==> config.mk <==
export PLATFORM = sky130hd
export DESIGN_NAME = fifo_ctrl_flat
export DESIGN_NICKNAME = d
export VERILOG_FILES = /design/src/rtl/fifo_pkg.sv /design/src/rtl/fifo_if.sv /design/src/rtl/fifo_ptr.sv /design/src/rtl/fifo_ctrl.sv /design/src/flat_wrapper.sv
export SDC_FILE = /design/constraint.sdc
export NUM_CORES = 1
export LEC_CHECK = 0
export CAP_MARGIN = 20
export CORE_ASPECT_RATIO = 0.9
export CORE_UTILIZATION = 32
export CTS_BUF_LIST = sky130_fd_sc_hd__clkbuf_8 sky130_fd_sc_hd__clkbuf_16
export DETAILED_ROUTE_END_ITERATION = 16
export PLACE_DENSITY = 0.65
export SLEW_MARGIN = 20
export SYNTH_ARGS = -nofsm -noshare
export SYNTH_HDL_FRONTEND = slang
export SYNTH_SLANG_ARGS = --single-unit
==> constraint.sdc <==
create_clock -name clk -period 5.8 [get_ports clk]
set_clock_uncertainty 0.15 [all_clocks]
set_input_delay 1.16 -clock clk [delete_from_list [all_inputs] [get_ports clk]]
set_output_delay 1.16 -clock clk [all_outputs]
set_load 0.1 [all_outputs]
==> src/rtl/fifo_pkg.sv <==
// Shared constants for the FIFO control slice: default geometry and FSM state encodings.
package fifo_pkg;

    localparam int unsigned DepthDef    = 8;
    localparam int unsigned PtrWidthDef = 8;
    localparam int unsigned CntWidthDef = 4;

    typedef logic [2:0] state_t;

    localparam state_t StReset  = 3'd0;
    localparam state_t StInit   = 3'd1;
    localparam state_t StIdle   = 3'd2;
    localparam state_t StActive = 3'd3;
    localparam state_t StError  = 3'd4;

endpackage

==> src/rtl/fifo_if.sv <==
// Request/status bundle between a FIFO user (master) and fifo_ctrl (slave).
interface fifo_if
    import fifo_pkg::*;
#(
    parameter int unsigned PTR_WIDTH = PtrWidthDef,
    parameter int unsigned CNT_WIDTH = CntWidthDef
);
    logic                 init;
    logic [CNT_WIDTH-1:0] th_low;
    logic [CNT_WIDTH-1:0] th_high;
    logic                 push;
    logic                 pop;
    logic                 wr_enable;
    logic                 rd_enable;
    logic [PTR_WIDTH-1:0] wr_ptr;
    logic [PTR_WIDTH-1:0] rd_ptr;
    logic [CNT_WIDTH-1:0] count;
    logic                 full;
    logic                 empty;
    logic                 almost_full;
    logic                 almost_empty;
    logic                 overflow_err;
    logic                 underflow_err;
    state_t               state;

    modport master (
        output init, th_low, th_high, push, pop,
        input  wr_enable, rd_enable, wr_ptr, rd_ptr, count, full, empty,
               almost_full, almost_empty, overflow_err, underflow_err, state
    );

    modport slave (
        input  init, th_low, th_high, push, pop,
        output wr_enable, rd_enable, wr_ptr, rd_ptr, count, full, empty,
               almost_full, almost_empty, overflow_err, underflow_err, state
    );

endinterface

==> src/rtl/fifo_ptr.sv <==
// Wrapping address register: advances on en_i, wraps DEPTH-1 -> 0, flush_i forces it to 0.
module fifo_ptr
    import fifo_pkg::*;
#(
    parameter int unsigned DEPTH     = DepthDef,
    parameter int unsigned PTR_WIDTH = PtrWidthDef
) (
    input  logic                 clk,
    input  logic                 reset,
    input  logic                 en_i,
    input  logic                 flush_i,
    output logic [PTR_WIDTH-1:0] ptr_o
);

    logic [PTR_WIDTH-1:0] ptr_d, ptr_q;

    // Explicit wrap compare so non-power-of-two depths work.
    always_comb begin
        ptr_d = ptr_q;
        if (flush_i) begin
            ptr_d = '0;
        end else if (en_i) begin
            ptr_d = (ptr_q == PTR_WIDTH'(DEPTH - 1)) ? '0 : ptr_q + PTR_WIDTH'(1);
        end
    end

    always_ff @(posedge clk) begin
        if (!reset) begin
            ptr_q <= '0;
        end else begin
            ptr_q <= ptr_d;
        end
    end

    assign ptr_o = ptr_q;

endmodule

==> src/rtl/fifo_ctrl.sv <==
// FIFO control stage: gates push/pop into array enables, tracks occupancy, flags and
// sticky errors, and sequences RESET/INIT/IDLE/ACTIVE/ERROR.
module fifo_ctrl
    import fifo_pkg::*;
#(
    parameter int unsigned DEPTH       = DepthDef,
    parameter int unsigned PTR_WIDTH   = PtrWidthDef,
    parameter int unsigned CNT_WIDTH   = CntWidthDef,
    parameter int unsigned TH_LOW_DEF  = 1,
    parameter int unsigned TH_HIGH_DEF = 7
) (
    input logic   clk,
    input logic   reset,
    fifo_if.slave bus
);

    state_t               state_d, state_q;
    logic [CNT_WIDTH-1:0] count_d, count_q;
    logic [CNT_WIDTH-1:0] th_low_d, th_low_q;
    logic [CNT_WIDTH-1:0] th_high_d, th_high_q;
    logic                 ovf_d, ovf_q;
    logic                 udf_d, udf_q;

    logic running, accepting, flush;
    logic full, empty, wr_en, rd_en, ovf_evt, udf_evt;

    // A request coinciding with init is dropped in favour of the flush.
    assign running   = (state_q == StIdle) || (state_q == StActive);
    assign accepting = running && !bus.init;
    assign flush     = running && bus.init;

    assign full  = (count_q == CNT_WIDTH'(DEPTH));
    assign empty = (count_q == '0);

    assign wr_en   = bus.push && !full && accepting;
    assign rd_en   = bus.pop && !empty && accepting;
    assign ovf_evt = bus.push && full && accepting;
    assign udf_evt = bus.pop && empty && accepting;

    always_comb begin
        count_d = count_q;
        if (flush) begin
            count_d = '0;
        end else if (wr_en && !rd_en) begin
            count_d = count_q + CNT_WIDTH'(1);
        end else if (rd_en && !wr_en) begin
            count_d = count_q - CNT_WIDTH'(1);
        end
    end

    always_comb begin
        state_d = state_q;
        case (state_q)
            StReset: state_d = StInit;
            StInit: begin
                if (!bus.init) state_d = StIdle;
            end
            StIdle, StActive: begin
                if (bus.init) begin
                    state_d = StInit;
                end else if (ovf_evt || udf_evt) begin
                    state_d = StError;
                end else if (state_q == StIdle && wr_en) begin
                    state_d = StActive;
                end else if (state_q == StActive && rd_en && !wr_en &&
                             count_q == CNT_WIDTH'(1)) begin
                    state_d = StIdle;
                end
            end
            StError: state_d = StError;
            default: state_d = StReset;
        endcase
    end

    assign th_low_d  = (state_q == StInit && bus.init) ? bus.th_low : th_low_q;
    assign th_high_d = (state_q == StInit && bus.init) ? bus.th_high : th_high_q;
    assign ovf_d     = ovf_q || ovf_evt;
    assign udf_d     = udf_q || udf_evt;

    always_ff @(posedge clk) begin
        if (!reset) begin
            state_q   <= StReset;
            count_q   <= '0;
            th_low_q  <= CNT_WIDTH'(TH_LOW_DEF);
            th_high_q <= CNT_WIDTH'(TH_HIGH_DEF);
            ovf_q     <= 1'b0;
            udf_q     <= 1'b0;
        end else begin
            state_q   <= state_d;
            count_q   <= count_d;
            th_low_q  <= th_low_d;
            th_high_q <= th_high_d;
            ovf_q     <= ovf_d;
            udf_q     <= udf_d;
        end
    end

    fifo_ptr #(
        .DEPTH     (DEPTH),
        .PTR_WIDTH (PTR_WIDTH)
    ) u_wr_ptr (
        .clk     (clk),
        .reset   (reset),
        .en_i    (wr_en),
        .flush_i (flush),
        .ptr_o   (bus.wr_ptr)
    );

    fifo_ptr #(
        .DEPTH     (DEPTH),
        .PTR_WIDTH (PTR_WIDTH)
    ) u_rd_ptr (
        .clk     (clk),
        .reset   (reset),
        .en_i    (rd_en),
        .flush_i (flush),
        .ptr_o   (bus.rd_ptr)
    );

    assign bus.wr_enable     = wr_en;
    assign bus.rd_enable     = rd_en;
    assign bus.count         = count_q;
    assign bus.full          = full;
    assign bus.empty         = empty;
    assign bus.almost_full   = (count_q >= th_high_q);
    assign bus.almost_empty  = (count_q <= th_low_q);
    assign bus.overflow_err  = ovf_q;
    assign bus.underflow_err = udf_q;
    assign bus.state         = state_q;

endmodule
==> src/flat_wrapper.sv <==
// flat-port wrapper written by rule: the top's interface ports become plain ports
module fifo_ctrl_flat import fifo_pkg::*;
#(
    parameter int unsigned DEPTH       = DepthDef,
    parameter int unsigned PTR_WIDTH   = PtrWidthDef,
    parameter int unsigned CNT_WIDTH   = CntWidthDef,
    parameter int unsigned TH_LOW_DEF  = 1,
    parameter int unsigned TH_HIGH_DEF = 7
)
  (clk, reset, bus_init, bus_th_low, bus_th_high, bus_push, bus_pop, bus_wr_enable, bus_rd_enable, bus_wr_ptr, bus_rd_ptr, bus_count, bus_full, bus_empty, bus_almost_full, bus_almost_empty, bus_overflow_err, bus_underflow_err, bus_state);
  fifo_if #(.PTR_WIDTH(PTR_WIDTH), .CNT_WIDTH(CNT_WIDTH)) bus_i ();
  input logic clk;
  input logic reset;
  input wire logic [$bits(bus_i.init)-1:0] bus_init;
  input wire logic [$bits(bus_i.th_low)-1:0] bus_th_low;
  input wire logic [$bits(bus_i.th_high)-1:0] bus_th_high;
  input wire logic [$bits(bus_i.push)-1:0] bus_push;
  input wire logic [$bits(bus_i.pop)-1:0] bus_pop;
  output wire logic [$bits(bus_i.wr_enable)-1:0] bus_wr_enable;
  output wire logic [$bits(bus_i.rd_enable)-1:0] bus_rd_enable;
  output wire logic [$bits(bus_i.wr_ptr)-1:0] bus_wr_ptr;
  output wire logic [$bits(bus_i.rd_ptr)-1:0] bus_rd_ptr;
  output wire logic [$bits(bus_i.count)-1:0] bus_count;
  output wire logic [$bits(bus_i.full)-1:0] bus_full;
  output wire logic [$bits(bus_i.empty)-1:0] bus_empty;
  output wire logic [$bits(bus_i.almost_full)-1:0] bus_almost_full;
  output wire logic [$bits(bus_i.almost_empty)-1:0] bus_almost_empty;
  output wire logic [$bits(bus_i.overflow_err)-1:0] bus_overflow_err;
  output wire logic [$bits(bus_i.underflow_err)-1:0] bus_underflow_err;
  output wire logic [$bits(bus_i.state)-1:0] bus_state;
  assign bus_i.init = bus_init;
  assign bus_i.th_low = bus_th_low;
  assign bus_i.th_high = bus_th_high;
  assign bus_i.push = bus_push;
  assign bus_i.pop = bus_pop;
  assign bus_wr_enable = bus_i.wr_enable;
  assign bus_rd_enable = bus_i.rd_enable;
  assign bus_wr_ptr = bus_i.wr_ptr;
  assign bus_rd_ptr = bus_i.rd_ptr;
  assign bus_count = bus_i.count;
  assign bus_full = bus_i.full;
  assign bus_empty = bus_i.empty;
  assign bus_almost_full = bus_i.almost_full;
  assign bus_almost_empty = bus_i.almost_empty;
  assign bus_overflow_err = bus_i.overflow_err;
  assign bus_underflow_err = bus_i.underflow_err;
  assign bus_state = bus_i.state;
  fifo_ctrl #(.DEPTH(DEPTH), .PTR_WIDTH(PTR_WIDTH), .CNT_WIDTH(CNT_WIDTH), .TH_LOW_DEF(TH_LOW_DEF), .TH_HIGH_DEF(TH_HIGH_DEF)) u_core (.clk(clk), .reset(reset), .bus(bus_i));
endmodule
==> metrics.yaml, run 1 <==
wirelength_um: 3870
syn_to_final_growth_pct: 32.4
n_antenna_cell: 0
clk_pin_slew_ns: 0.06
ys_seq_elements: 33
vias: 1552
die_y_um: 72.3
ctsResizeCount: 0
rr_endpoint: "u_core.bus.count[3]$_SDFFE_PP0P_"
min_period_ns: 4.11
fp.dieArea_um2: 5790
max_stage_delay_ns: 0.52
ff2ff_path_depth: 10
gp_congestion: 0.813
numCtsBuffers: 5
rrSetupSlack_ns: 3.11
ctsLongestPathBuffers: 2
clockRootBuffer: "clkbuf_8"
port_buffers: 43
cp.arrival_ns: 2.80
slew_violations: 0
dr.pass1.iters: 4
dpl.hpwl_um: 2910
critPathLaunchType: "input port"
comb_power_share: 0.182
reg2reg_from: "u_core.bus.count[0]$_SDFFE_PP0P_"
grt_pass1_wl_um: 6360
fin_tns_setup_ns: 0
start_util: 0.334
postCtsSetupBuffers: 0
drc_errors: 0
fmax_mhz: 243
async_flop_share: 0
tightest_slew_ns: 0.983
p_leak_uw: 0.000913
grt_max_degree: 15
first_global_vias: 1384
min-delay-start: "u_core.th_low_q[0]$_SDFFE_PN1P_"
overflow: 0
pwr-share-seq: 0.491
vias_per_cell: 4.96
final_common_cell: "clkdlybuf4s50_1"
drive_gt1_frac: 0.0528
crit_required_ns: 4.49
hold_violations: 0
worstSkewPairLatency_ns: 0.28
yosysWarnings: 0
ys_seq_area_frac: 0.376
switchingPower_uw: 142
die_w_um: 80.1
rows: 25
syn_area_per_cell_um2: 8.82
yosysTopAreaCell: "dfxtp_1"
synth_area_leaders: "dfxtp_1 38%, ha_1 10%, nor2_1 7.1%"
fin_crit_sh: 0.709
power_frac_clock: 0.327
endpoint_kind: "primary output"
cap_violations: 0
htree_levels: 2
instances_no_fill: 313
antenna_found_initial: 0
finalNetCount: 272
intPower_uw: 341
synth_nets: 226
wl_per_cell_um: 12.4
ctsHoldBuffers: 0
grt_usage: 0.140
ios: 44
critPathMaxFanout: 8
setup_viol: 0
final_cell_mix: "41 x clkdlybuf4s50_1, 33 x nor2_1, 33 x dfxtp_1"
status: "finished, final reports clean"
netlist_area_um2: 1760
yosysUniqueCellTypes: 45
dp.cells: 305
switching_share: 0.295
rsz0062_at_grt: "no"
coreArea_um2: 5260
synthCells: 199
synth-edff-count: 0
cts_tree: "done"
vdd_drop_max_v: 0.0000813
synth_top_area_share: 0.376
clkSinkCount: 33
slew_headroom: 0.343
min_to: "u_core.th_low_q[0]$_SDFFE_PN1P_"
hold_path_depth: 2
powerDensity_nw_per_um2: 208
drt-initial-drc-count: 70
worstPathCellList: "clkdlybuf4s50_1 -> and4bb_1 -> nand2_1 -> inv_1 -> buf_4"
hold_class: "register to register"
cp_slowest_cell: "clkdlybuf4s50_1"
synthFlopType: "dfxtp_1"
critPathKind: "input port to primary output"
ant_nets: 0
## per-stage QoR
| step | power (uW) | util | cell area (um2) | hold slack (ns) | setup WS (ns) |
|---|---|---|---|---|---|
| final | 483 | 0.442 | 2320 | 0.332 | 1.69 |
| after global routing | 505 | 0.442 | 2320 | 0.367 | 1.56 |
| after CTS | 488 | 0.442 | 2320 | 0.332 | 1.67 |
| after detailed placement | 330 | 0.427 | 2240 | 0.312 | 1.69 |
| after global placement | 329 | 0.427 | 2240 | 0.318 | 1.70 |
| after floorplan | 305 | - | 1760 | 0.295 | 0.536 |
## kinds of logic (layout without fill, tap and decap cells)
kind of cell / Yosys count / count (layout) / synth area share
adders and majority gates: 14 / 14 / 0.0998
and+or+nand+nor: 88 / 88 / 0.279
xor gates and xnor gates: 16 / 16 / 0.0798
buffers and inverters: 17 / 64 / 0.0399
muxes: 5 / 5 / 0.0285
AOI/OAI and AO/OA: 26 / 26 / 0.0962
DFF: 33 / 33 / 0.376
## state kept, by name (all words and copies together) (netlist names)
register	flops
u_core.u_rd_ptr.ptr_o	8
u_core.u_wr_ptr.ptr_o	8
u_core.th_high_q	4
u_core.bus.overflow_err	1
u_core.bus.underflow_err	1
u_core.bus.count	4
u_core.bus.state	3
u_core.th_low_q	4
## power groups by stage
stage / combinational [uW] / clock, uW / sequential [uW]
finish: 87.8 / 158 / 238
global route: 94.3 / 172 / 238
CTS: 88.1 / 163 / 237
detailed placement: 87.6 / 0 / 242
global placement: 86.7 / 0 / 242
floorplan: 47.5 / 0 / 257
## how the worst max path moves through the flow
stage	start	end	slack, ns	depth (start not counted)
after global routing	u_core.bus.count[1]$_SDFFE_PP0P_	bus_almost_empty	1.56	6
after CTS	u_core.bus.count[0]$_SDFFE_PP0P_	bus_almost_full	1.67	7
after floorplan	u_core.bus.count[1]$_SDFFE_PP0P_	bus_almost_empty	0.54	5
final	bus_init	bus_wr_enable	1.69	5
after global placement	bus_init	bus_wr_enable	1.70	5
after detailed placement	bus_init	bus_wr_enable	1.69	5
## area by class of cell
type,instances,area [um2]
fill,523,2930
multi-input combinational,149,1020
sequential,33,661
timing repair buffer,43,425
tap,67,83.8
clock buffer,5,68.8
inverter,13,48.8
clock inverter,3,11.3
## Yosys cell counts, types with 5 or more instances
master	instances
a21oi_1	9
dfxtp_1	33
ha_1	14
inv_1	10
mux2i_1	5
nand2_1	11
nand3_1	7
nand4_1	8
nor2_1	33
xnor2_1	7
xor2_1	9
## metal layers
metal  routed length [um]  vias to the layer above  global-route usage
met2                 1650                       40               0.213
met3                  216                        7              0.0352
met1                 1950                      706               0.192
met5                    0                        -                   0
li1                     -                      799                   -
met4                   53                        0              0.0536
## critical path, delay by kind of cell
family / cells / cell delay [ns]
buffers and inverters: 3 / 0.92
AND/OR/NAND/NOR: 2 / 0.70
(Power assumes the default switching activity.)
==> run 2, diff against run 1 <==
- clock period: 5.8 -> 3.9 ns (I/O delays scaled with it)
==> run 2 against run 1 <==
Net effect:
- sequential power rose by 48%
- die area did not move
- critical endpoint unchanged
- combinational power rose by 49%
- worst hold slack improved by 0.0081 ns
- non-clock buffer count did not move
- largest cell class unchanged
- highest routed layer unchanged
- sequential cell count did not move
- first-iteration DRC count rose by 11%
==> metrics.yaml, run 2 (synthesis results as in run 1) <==
hold_class: "register to register"
dr.pass1.iters: 4
ff2ff_path_depth: 10
antenna_found_initial: 0
ant_nets: 0
gp_congestion: 0.799
start_util: 0.334
die_w_um: 80.1
fillCellCount: 538
p_leak_uw: 0.000926
cp.arrival_ns: 2.38
slew_headroom: 0.342
final_cell_mix: "37 x clkdlybuf4s50_1, 33 x nor2_1, 33 x dfxtp_1"
worstPathCellList: "clkdlybuf4s50_1 -> and4bb_1 -> nand2_1 -> inv_1 -> buf_12"
overflow: 0
endpoint_kind: "primary output"
drc_errors: 0
fin_tns_setup_ns: 0
vias_per_cell: 4.98
instances_no_fill: 313
critPathMaxFanout: 8
die_y_um: 72.3
first_global_vias: 1381
syn_to_final_growth_pct: 34.6
cp_top_family: "buffers and inverters"
postLayoutCellArea_um2: 2360
drive_gt1_frac: 0.0854
dp_worst_setup_slack_ns: 0.486
fmax_mhz: 302
path_buf_inv: 3
crit_required_ns: 2.97
ctsLongestPathBuffers: 2
ctsResizeCount: 0
worstSkewPairLatency_ns: 0.29
grt_usage: 0.148
place_area_um2: 2260
wl_per_cell_um: 12.5
rsz0062_at_grt: "no"
critical_path_depth: 5
cp_slowest_cell: "clkdlybuf4s50_1"
max_stage_delay_ns: 0.53
ctsHoldBuffers: 0
clockRootBuffer: "clkbuf_8"
wirelength_um: 3920
powerDensity_nw_per_um2: 325
status: "finished, final reports clean"
hold_path_depth: 2
fin_crit_sh: 0.850
fin_util: 0.450
vdd_drop_max_v: 0.000137
clkSinkCount: 33
slew_violations: 0
drt-initial-drc-count: 78
n_antenna_cell: 0
setup_viol: 0
coreArea_um2: 5260
grt_max_degree: 15
final_common_cell: "clkdlybuf4s50_1"
tightest_slew_ns: 0.983
finalNetCount: 272
cap_violations: 0
cts_tree: "done"
hold_violations: 0
ios: 44
clk_pin_slew_ns: 0.07
rows: 25
postCtsSetupBuffers: 0
grt_pass1_wl_um: 6530
fin_ws_ns: 0.585
min_period_ns: 3.31
fp.dieArea_um2: 5790
dp.cells: 305
port_buffers: 43
critPathLaunchType: "input port"
htree_levels: 2
dpl.hpwl_um: 2850
numCtsBuffers: 5
vias: 1559
critPathKind: "input port to primary output"
## run 2: worst paths after layout
path | startpoint | to | slack (ns)
setup / recovery | bus_init | bus_wr_enable | 0.59
hold / removal | u_core.th_high_q[0]$_SDFFE_PN1P_ | u_core.th_high_q[0]$_SDFFE_PN1P_ | 0.34
setup reg to reg | u_core.bus.count[0]$_SDFFE_PP0P_ | u_core.bus.count[3]$_SDFFE_PP0P_ | 1.11
hold reg to reg | u_core.th_high_q[0]$_SDFFE_PN1P_ | u_core.th_high_q[0]$_SDFFE_PN1P_ | 0.34
## run 2: cell type report
cell class              count  area [um2]  share of cell area
inverters                  13        48.8              0.0206
repair buffers             43         440               0.186
clock buffers               7        96.3              0.0408
multi-input cells         149        1030               0.435
well taps                  67        83.8              0.0355
clock inverters             1        5.00             0.00212
flip-flops and latches     33         661               0.280
## run 2: metal layers
metal  track usage  up-vias  wire length [um]
met1         0.214      707              1950
li1              -      801                 -
met2         0.203       45              1740
met5             0        -                 0
met3        0.0403        6               175
met4        0.0655        0                55
## run 2: stage by stage
| step | hold WS [ns] | power (uW) |
|---|---|---|
| 3_5_place_dp | 0.321 | 492 |
| 4_1_cts | 0.340 | 781 |
| 3_3_place_gp | 0.312 | 491 |
| 5_1_grt | 0.360 | 803 |
| 6_report | 0.340 | 769 |
| 2_1_floorplan | 0.295 | 455 |
## run 2: worst min-delay path: cells and delay by family, from the launching register on
kind	cells	cell delay, ns
flip-flops	1	0.34
multiplexers	1	0.07
AND/OR/NAND/NOR	1	0.06
## run 2: where the power goes
group	switching, uW	internal [uW]	total [uW]	leakage (uW)
clock	125	159	285	0.0000542
sequential	8.00	345	353	0.000267
combinational	87.9	42.8	131	0.000604
total	221	547	769	0.000926
